`config.mk`:
```
export PLATFORM = sky130hd
export DESIGN_NAME = fp32_reciprocal_unit
export DESIGN_NICKNAME = d
export VERILOG_FILES = /design/src/rtl/fp_pkg.sv /design/src/rtl/fifo_sync.sv /design/src/rtl/fp32_reciprocal_unit.sv
export SDC_FILE = /design/constraint.sdc
export NUM_CORES = 1
export LEC_CHECK = 0
export BUFFER_PORTS_ARGS = -buffer_cell sky130_fd_sc_hd__buf_2
export CORE_MARGIN = 8
export CORE_UTILIZATION = 60
export CTS_CLUSTER_DIAMETER = 80
export DETAILED_ROUTE_END_ITERATION = 16
export PLACE_DENSITY = 0.74
export SLEW_MARGIN = 25
export SYNTH_ARGS = -nofsm -noshare
export SYNTH_HDL_FRONTEND = slang
export SYNTH_HIERARCHICAL = 1
export SYNTH_SLANG_ARGS = --single-unit
```
`constraint.sdc`:
```
create_clock -name clk -period 10.2 [get_ports clk]
set_input_delay 1.02 -clock clk [delete_from_list [all_inputs] [get_ports clk]]
set_output_delay 1.02 -clock clk [all_outputs]
set_load 0.01 [all_outputs]
```
`src/rtl/fp_pkg.sv`:
```
`timescale 1ns/1ps
`default_nettype none
// ============================================================================
//  Module   : fp_pkg
//  Purpose  : Shared FP32 types and constants: field view, rounding modes,
//             exception flags and the reciprocal unit's side-FIFO record.
//  Macro    : FP_RECIP_FLAGS_EN adds the flag field to the side record.
//  Revision : 1.0 - initial release
// ============================================================================
package fp_pkg;

  // Field view of an IEEE-754 binary32 word
  typedef struct packed {
    logic        sign;
    logic [7:0]  exp;
    logic [22:0] frac;
  } fp32_t;

  // Rounding modes carried alongside an operation
  typedef enum logic [2:0] {
    RNE = 3'd0,
    RTZ = 3'd1,
    RDN = 3'd2,
    RUP = 3'd3,
    RMM = 3'd4
  } fp_rm_e;

  // Canonical quiet NaN
  localparam logic [31:0] FP32_QNAN = 32'h7FC0_0000;

  // Exception flags, packed as {NV,DZ,UF}
  typedef struct packed {
    logic nv;
    logic dz;
    logic uf;
  } fp_flags_t;

  // Per-operation record kept in acceptance order until retirement
  typedef struct packed {
    logic        special;
    logic [31:0] result;
`ifdef FP_RECIP_FLAGS_EN
    fp_flags_t   flags;
`endif
    logic        sign;
    logic [7:0]  exp;
  } recip_side_t;

endpackage : fp_pkg
`default_nettype wire

```
`src/rtl/fifo_sync.sv`:
```
`timescale 1ns/1ps
`default_nettype none
// ============================================================================
//  Module   : fifo_sync
//  Purpose  : Single-clock FIFO, show-ahead read port (head visible on
//             o_rd_data whenever !o_empty), asynchronous active-high reset.
//             A write becomes visible at the head on the following cycle.
//  Revision : 1.0 - initial release
// ============================================================================
module fifo_sync #(
  parameter int WIDTH = 8,
  parameter int DEPTH = 16
) (
  input  logic             clk,
  input  logic             rst,
  input  logic             i_wr_en,
  input  logic [WIDTH-1:0] i_wr_data,
  input  logic             i_rd_en,
  output logic [WIDTH-1:0] o_rd_data,
  output logic             o_empty,
  output logic             o_full
);

  localparam int AW = $clog2(DEPTH);

  logic [WIDTH-1:0] r_mem [DEPTH];
  logic [AW:0]      r_wr_ptr;
  logic [AW:0]      r_rd_ptr;
  logic             w_do_wr;
  logic             w_do_rd;

  assign w_do_wr = i_wr_en && !o_full;
  assign w_do_rd = i_rd_en && !o_empty;

  // Pointers carry one extra wrap bit to tell full from empty
  always_ff @(posedge clk or posedge rst) begin
    if (rst) begin
      r_wr_ptr <= '0;
      r_rd_ptr <= '0;
    end else begin
      if (w_do_wr) r_wr_ptr <= r_wr_ptr + (AW+1)'(1);
      if (w_do_rd) r_rd_ptr <= r_rd_ptr + (AW+1)'(1);
    end
  end

  // Storage array; contents are don't-care while the pointers say empty
  always_ff @(posedge clk) begin
    if (w_do_wr) r_mem[r_wr_ptr[AW-1:0]] <= i_wr_data;
  end

  assign o_rd_data = r_mem[r_rd_ptr[AW-1:0]];
  assign o_empty   = (r_wr_ptr == r_rd_ptr);
  assign o_full    = (r_wr_ptr[AW] != r_rd_ptr[AW]) &&
                     (r_wr_ptr[AW-1:0] == r_rd_ptr[AW-1:0]);

endmodule : fifo_sync
`default_nettype wire

```
`src/rtl/fp32_reciprocal_unit.sv`:
```
`timescale 1ns/1ps
`default_nettype none
// ============================================================================
//  Module   : fp32_reciprocal_unit
//  Purpose  : FP32 reciprocal wrapper. Classifies operands, answers special
//             cases locally, issues normal mantissas to an external fixed-
//             latency reciprocal core and reassembles results in order.
//  Macro    : FP_RECIP_FLAGS_EN - when defined, out_flags {NV,DZ,UF} exists
//             and flags are tracked through the side FIFO.
//  Revision : 1.0 - initial release
// ============================================================================
module fp32_reciprocal_unit
  import fp_pkg::*;
#(
  parameter int DEPTH        = 16,
  parameter int CORE_LATENCY = 15
) (
  input  logic        clk,
  input  logic        rst,
  input  logic        in_valid,
  output logic        in_ready,
  input  logic [31:0] in_data,
  input  logic [2:0]  in_rm,
  output logic        m_valid,
  output logic [23:0] m_mant,
  output logic [2:0]  m_rm,
  output logic        m_sign,
  input  logic        r_valid,
  input  logic [23:0] r_mant,
  input  logic [2:0]  r_rm,
  input  logic        r_sign,
  output logic        out_valid,
  input  logic        out_ready,
  output logic [31:0] out_data
`ifdef FP_RECIP_FLAGS_EN
  ,
  output logic [2:0]  out_flags
`endif
);

  localparam int                OCC_W   = $clog2(DEPTH + 1);
  localparam logic [OCC_W-1:0]  C_DEPTH = OCC_W'(DEPTH);
  localparam int                SIDE_W  = $bits(recip_side_t);

  // --------------------------------------------------------------------------
  // Declarations
  // --------------------------------------------------------------------------
  fp32_t              w_op;
  logic               w_accept;
  logic               w_consume;
  logic               w_is_normal;
  logic               w_frac_zero;
  recip_side_t        w_side;

  logic [OCC_W-1:0]   r_occ;

  logic               r_m_valid;
  logic [23:0]        r_m_mant;
  fp_rm_e             r_m_rm;
  logic               r_m_sign;

  logic [SIDE_W-1:0]  w_head_bits;
  recip_side_t        w_head;
  logic               w_side_empty;
  logic               w_side_full;
  logic [23:0]        w_res_mant;
  logic               w_res_empty;
  logic               w_res_full;

  logic               w_out_free;
  logic               w_retire;
  logic [31:0]        w_res_data;

  logic               r_out_valid;
  logic [31:0]        r_out_data;
`ifdef FP_RECIP_FLAGS_EN
  fp_flags_t          w_res_flags;
  fp_flags_t          r_out_flags;
`endif

  // Returned rm/sign and the always-01 top mantissa bits carry no information
  // here; the core latency only matters to whoever builds the core.
  logic               w_unused_sig;
  assign w_unused_sig = ^{r_rm, r_sign, w_res_mant[23:22], w_side_full,
                          w_res_full, (CORE_LATENCY > 0)};

  // --------------------------------------------------------------------------
  // Input handshake and occupancy
  // --------------------------------------------------------------------------
  assign w_op      = in_data;
  assign w_accept  = in_valid && in_ready;
  assign w_consume = r_out_valid && out_ready;

  // Occupancy covers everything from acceptance until the output handshake,
  // so the side and result FIFOs can never overflow.
  assign in_ready  = !rst && (r_occ < C_DEPTH);

  // Track operations accepted but not yet consumed at the output
  always_ff @(posedge clk or posedge rst) begin
    if (rst) begin
      r_occ <= '0;
    end else if (w_accept && !w_consume) begin
      r_occ <= r_occ + OCC_W'(1);
    end else if (!w_accept && w_consume) begin
      r_occ <= r_occ - OCC_W'(1);
    end
  end

  // --------------------------------------------------------------------------
  // Operand classification: specials are fully resolved here
  // --------------------------------------------------------------------------
  assign w_frac_zero = (w_op.frac == 23'd0);

  // Build the side record and decide whether the core is needed
  always_comb begin
    w_side      = '0;
    w_side.sign = w_op.sign;
    w_side.exp  = w_op.exp;
    w_is_normal = 1'b0;
    if (w_op.exp == 8'hFF) begin
      w_side.special = 1'b1;
      if (!w_frac_zero) begin
        w_side.result = FP32_QNAN;
`ifdef FP_RECIP_FLAGS_EN
        w_side.flags.nv = ~w_op.frac[22];
`endif
      end else begin
        w_side.result = {w_op.sign, 31'd0};
      end
    end else if (w_op.exp == 8'h00) begin
      // Zero and denormal inputs both divide by zero after flushing
      w_side.special = 1'b1;
      w_side.result  = {w_op.sign, 8'hFF, 23'd0};
`ifdef FP_RECIP_FLAGS_EN
      w_side.flags.dz = 1'b1;
`endif
    end else if (w_frac_zero && (w_op.exp != 8'hFE)) begin
      // Exact power of two
      w_side.special = 1'b1;
      w_side.result  = {w_op.sign, 8'hFE - w_op.exp, 23'd0};
    end else if (w_frac_zero) begin
      // 1/2^127 is below the normal range
      w_side.special = 1'b1;
      w_side.result  = {w_op.sign, 31'd0};
`ifdef FP_RECIP_FLAGS_EN
      w_side.flags.uf = 1'b1;
`endif
    end else begin
      w_is_normal = 1'b1;
    end
  end

  // --------------------------------------------------------------------------
  // Core issue: one-cycle pulse in the cycle after a normal is accepted
  // --------------------------------------------------------------------------
  // Register the mantissa/rm/sign presented to the core
  always_ff @(posedge clk or posedge rst) begin
    if (rst) begin
      r_m_valid <= 1'b0;
      r_m_mant  <= '0;
      r_m_rm    <= RNE;
      r_m_sign  <= 1'b0;
    end else begin
      r_m_valid <= w_accept && w_is_normal;
      if (w_accept && w_is_normal) begin
        r_m_mant <= {1'b1, w_op.frac};
        r_m_rm   <= fp_rm_e'(in_rm);
        r_m_sign <= w_op.sign;
      end
    end
  end

  assign m_valid = r_m_valid;
  assign m_mant  = r_m_mant;
  assign m_rm    = r_m_rm;
  assign m_sign  = r_m_sign;

  // --------------------------------------------------------------------------
  // Ordering FIFOs
  // --------------------------------------------------------------------------
  fifo_sync #(
    .WIDTH (SIDE_W),
    .DEPTH (DEPTH)
  ) u_side_fifo (
    .clk       (clk),
    .rst       (rst),
    .i_wr_en   (w_accept),
    .i_wr_data (w_side),
    .i_rd_en   (w_retire),
    .o_rd_data (w_head_bits),
    .o_empty   (w_side_empty),
    .o_full    (w_side_full)
  );

  assign w_head = w_head_bits;

  // The core cannot be stalled, so every returned mantissa is captured
  fifo_sync #(
    .WIDTH (24),
    .DEPTH (DEPTH)
  ) u_result_fifo (
    .clk       (clk),
    .rst       (rst),
    .i_wr_en   (r_valid),
    .i_wr_data (r_mant),
    .i_rd_en   (w_retire && !w_head.special),
    .o_rd_data (w_res_mant),
    .o_empty   (w_res_empty),
    .o_full    (w_res_full)
  );

  // --------------------------------------------------------------------------
  // Retirement and result assembly
  // --------------------------------------------------------------------------
  assign w_out_free = !r_out_valid || out_ready;
  assign w_retire   = w_out_free && !w_side_empty &&
                      (w_head.special || !w_res_empty);

  // Select the stored special result or rebuild a normal one from the core
  always_comb begin
    w_res_data = '0;
`ifdef FP_RECIP_FLAGS_EN
    w_res_flags = '0;
`endif
    if (w_head.special) begin
      w_res_data = w_head.result;
`ifdef FP_RECIP_FLAGS_EN
      w_res_flags = w_head.flags;
`endif
    end else if (w_head.exp >= 8'd253) begin
      // Result exponent would be zero or negative: flush to signed zero
      w_res_data = {w_head.sign, 31'd0};
`ifdef FP_RECIP_FLAGS_EN
      w_res_flags.uf = 1'b1;
`endif
    end else begin
      // Core result lies in (0.5,1): one exponent step down, bit 22 is the
      // hidden one and the remaining bits shift up by one.
      w_res_data = {w_head.sign, 8'd253 - w_head.exp, w_res_mant[21:0], 1'b0};
    end
  end

  // Output register: load on retirement, drop when consumed, else hold
  always_ff @(posedge clk or posedge rst) begin
    if (rst) begin
      r_out_valid <= 1'b0;
      r_out_data  <= '0;
`ifdef FP_RECIP_FLAGS_EN
      r_out_flags <= '0;
`endif
    end else if (w_retire) begin
      r_out_valid <= 1'b1;
      r_out_data  <= w_res_data;
`ifdef FP_RECIP_FLAGS_EN
      r_out_flags <= w_res_flags;
`endif
    end else if (out_ready) begin
      r_out_valid <= 1'b0;
    end
  end

  assign out_valid = r_out_valid;
  assign out_data  = r_out_data;
`ifdef FP_RECIP_FLAGS_EN
  assign out_flags = r_out_flags;
`endif

endmodule : fp32_reciprocal_unit
`default_nettype wire

```
==> insert_results.sql <==
INSERT INTO impl_metrics (metric_group, metric, value, unit) VALUES
('floorplanning', 'die_height', '285.9', 'µm'),
('sta', 'hold_violations', '0', ''),
('routing', 'wl_met2', '47.37', 'mm'),
('yosys', 'synth.avg_cell_area', '20.68', 'µm²'),
('critical_path', 'critical_path_class', 'reg2reg', ''),
('sta', 'timing.fmax', '217.2', 'MHz'),
('routing', 'drt_drc_violations_left', '0', ''),
('critical_path', 'timing.critical_path.arrival', '5.14', 'ns'),
('sta', 'setup_viol', '0', ''),
('floorplanning', 'number_of_placed_i_o_pins', '131', ''),
('clock_network', 'cts_hold_repair.buffers', '0', ''),
('sta', 'timing.slew.headroom', '32.58', '%'),
('cells_and_area', 'final_util', '69.28', '%'),
('grt', 'first_global_vias', '23200', ''),
('sta', 'finalMaxSlewViolations', '0', ''),
('routing', 'met1_length', '38.18', 'mm'),
('run_status', 'outcome', 'finished clean', ''),
('floorplanning', 'fp.coreArea', '72590', 'µm²'),
('pwr', 'max-vdd-ir-drop', '0.2919', 'mV'),
('sta', 'min_period_over_period', '45.13', '%'),
('pwr', 'power-per-cell-area', '273.3', 'nW/µm²'),
('cells_and_area', 'synthToLayoutAreaGrowth', '15.08', '%'),
('routing', 'detail_route.first_pass.iterations', '5', ''),
('routing', 'highest-signal-layer', 'met4', ''),
('critical_path', 'worstRegToRegCells', '12', ''),
('sta', 'grt_setup_unrepaired', 'false', ''),
('yosys', 'yosys_warnings', '6', ''),
('clock_network', 'worstSkewPairLatency', '0.67', 'ns'),
('clock_network', 'cts.path.max_buffers', '3', ''),
('critical_path', 'timing.critical_path.fanout_max', '96', ''),
('critical_path', 'critical-path-max-stage-delay', '0.93', 'ns'),
('yosys', 'netlist_area', '43700', 'µm²'),
('placed_design', 'gp_congestion', '0.7756', ''),
('yosys', 'post_synth_inst_count', '2113', ''),
('floorplanning', 'fp-row-count', '99', ''),
('cells_and_area', 'final_layout_size_suffix_gt1_share', '23.50', '%'),
('sta', 'totalNegativeSetupSlack', '0', 'ns'),
('clock_network', 'worst_setup_hold_path_clk_slew', '0.06', 'ns'),
('routing', 'met3_length', '8.312', 'mm'),
('clock_network', 'tritoncts', 'built', ''),
('floorplanning', 'initial_utilization', '60.20', '%'),
('sta', 'final.min_clock_period', '4.604', 'ns'),
('routing', 'wire_per_inst', '26.17', 'µm'),
('cells_and_area', 'final_instance_count_excl_fillers', '3676', ''),
('routing', 'wl', '96.20', 'mm'),
('placed_design', 'post-place-cells', '3476', ''),
('worst_hold_path', 'path_category_of_the_worst_min_delay_check', 'in2async', ''),
('sta', 'max_slew.worst_pin.slew', '1.008', 'ns'),
('grt', 'global_route_wire_length_before_repair', '143.5', 'mm'),
('floorplanning', 'chip_width', '285.9', 'µm'),
('clock_network', 'post_cts_resized', '0', ''),
('clock_network', 'clockRootBuffer', 'sky130_fd_sc_hd__clkbuf_16', ''),
('grt', 'globalRoute.totalOverflow', '0', ''),
('routing', 'drt-initial-drc-count', '2169', ''),
('placed_design', 'detailed_place_hpwl', '51.17', 'mm'),
('critical_path', 'worstPathRequired', '10.74', 'ns'),
('critical_path', 'ff2ff_setup_slack', '5.60', 'ns'),
('critical_path', 'worst_r2r_endpoint', 'u_side_fifo/r_rd_ptr[1]', ''),
('flow_run', 'drv.max_cap_violation_count', '0', ''),
('critical_path', 'ordered_cell_list_for_the_critical_path', 'buf_12 > mux4_2 > a32oi_1 > o21ai_4 > inv_1 > a21oi_2 > nand2_2 > buf_4 > inv_1 > buf_4 > a21boi_2 > mux2_4', ''),
('grt', 'grtUsageTotal', '23.39', '%'),
('routing', 'route.vias.total', '22310', ''),
('floorplanning', 'dieArea', '81720', 'µm²'),
('critical_path', 'critPathSlowestCell', 'sky130_fd_sc_hd__dfrtp_4', ''),
('placed_design', 'port_buffers', '124', ''),
('pwr', 'leakagePower', '17.61', 'nW'),
('grt', 'largest_net_degree_at_the_start_of_global_routing', '97', ''),
('clock_network', 'htree_num_levels', '3', ''),
('clock_network', 'clk_sinks', '1111', ''),
('cells_and_area', 'final_nets', '2717', ''),
('routing', 'viasPerCell', '6.070', ''),
('critical_path', 'setup.worst_path.start_class', 'flip-flop', ''),
('routing', 'final_antenna_net_count', '0', ''),
('critical_path', 'worst_r2r_startpoint', 'u_side_fifo/r_rd_ptr[0]', ''),
('clock_network', 'cts_inserted_buffers', '109', ''),
('critical_path', 'endpoint_kind', 'flip-flop', ''),
('sta', 'finalClockSkew', '0.02772', 'ns'),
('critical_path', 'worst_setup_path_startpoint', 'u_side_fifo/r_rd_ptr[0]', ''),
('clock_network', 'postCtsSetupRepairBufs', '0', ''),
('grt', 'grt_antenna_before_repair', '3', '');
## worst max-delay path, delay by kind of cell (launching register included)
kind	cells	cell delay (ns)
simple gates	1	0.07
flops	1	0.93
buf+inv	5	1.75
compound gates	4	0.72
mux	2	0.93
## state kept, by name, summed over array words and instances, names as in the netlist
signal                  count
u_side_fifo/r_wr_ptr        5
u_result_fifo/r_rd_ptr      5
out_valid                   1
u_result_fifo/r_mem       352
u_result_fifo/r_wr_ptr      5
m_rm                        3
u_side_fifo/r_rd_ptr        5
m_sign                      1
out_data                   32
u_side_fifo/r_mem         672
r_occ                       5
m_mant                     24
m_valid                     1
## where the power goes
group / leakage (nW) / total (mW) / internal [mW] / switching (mW)
combinational: 5.58 / 3.90 / 1.71 / 2.19
sequential: 10.3 / 5.79 / 5.38 / 0.406
clock: 1.77 / 4.06 / 2.38 / 1.68
## metal layers
metal  up-vias  track usage (%)
met3       162            4.102
met4         0            7.041
met2      1006            38.53
met1     11660            32.30
met5         -                0
li1       9482                -
## how the worst max path moves through the flow
stage                                           to  cells after the start
after floorplan           u_side_fifo/r_mem[15][0]                      4
after CTS                  u_side_fifo/r_rd_ptr[1]                     12
final                      u_side_fifo/r_rd_ptr[1]                     12
after global placement     u_side_fifo/r_rd_ptr[1]                     12
after detailed placement              out_data[22]                     12
after global routing       u_side_fifo/r_rd_ptr[1]                     12
## final cells by class
class / count / area [µm²]
sequential: 1111 / 32940
fill: 4492 / 22300
multi-input combinational: 1207 / 11350
clock buffer: 133 / 2899
tap: 959 / 1200
timing repair buffer: 179 / 1050
clock inverter: 65 / 760.7
inverter: 20 / 76.32
antenna: 2 / 5.005
## per-stage QoR
stage                     instance area, µm²  worst slack, ns  total power [mW]  hold slack [ns]
after floorplan                        45010            6.317             8.614           0.4426
after detailed placement               46600            5.519             9.756           0.4479
after global placement                 46600            5.573             9.638           0.4463
after CTS                              50260            5.511             13.84           0.3683
final                                  50290            5.596             13.75           0.3965
after global routing                   50290            5.344             14.28           0.4199
## cells in the final DEF (no fill, tap or decap), drive strengths merged, types with 3 or more instances in the layout
cell type,instances
a21boi,3
a21o,3
a21oi,17
a221o,29
a22oi,42
a32oi,42
and2,9
and3,42
and4,3
buf,179
bufinv,14
clkbuf,133
clkinv,40
clkinvlp,7
conb,352
dfrtp,87
edfxtp,1024
ha,20
inv,24
mux2,33
mux2i,127
mux4,214
nand2,26
nand2b,5
nand3,10
nand4,8
nor2,48
nor2b,3
nor3,13
nor4,9
o211ai,4
o21ai,50
o22ai,44
or2,3
xnor2,22
xor2,18
Power figures use the tool's default switching activity.
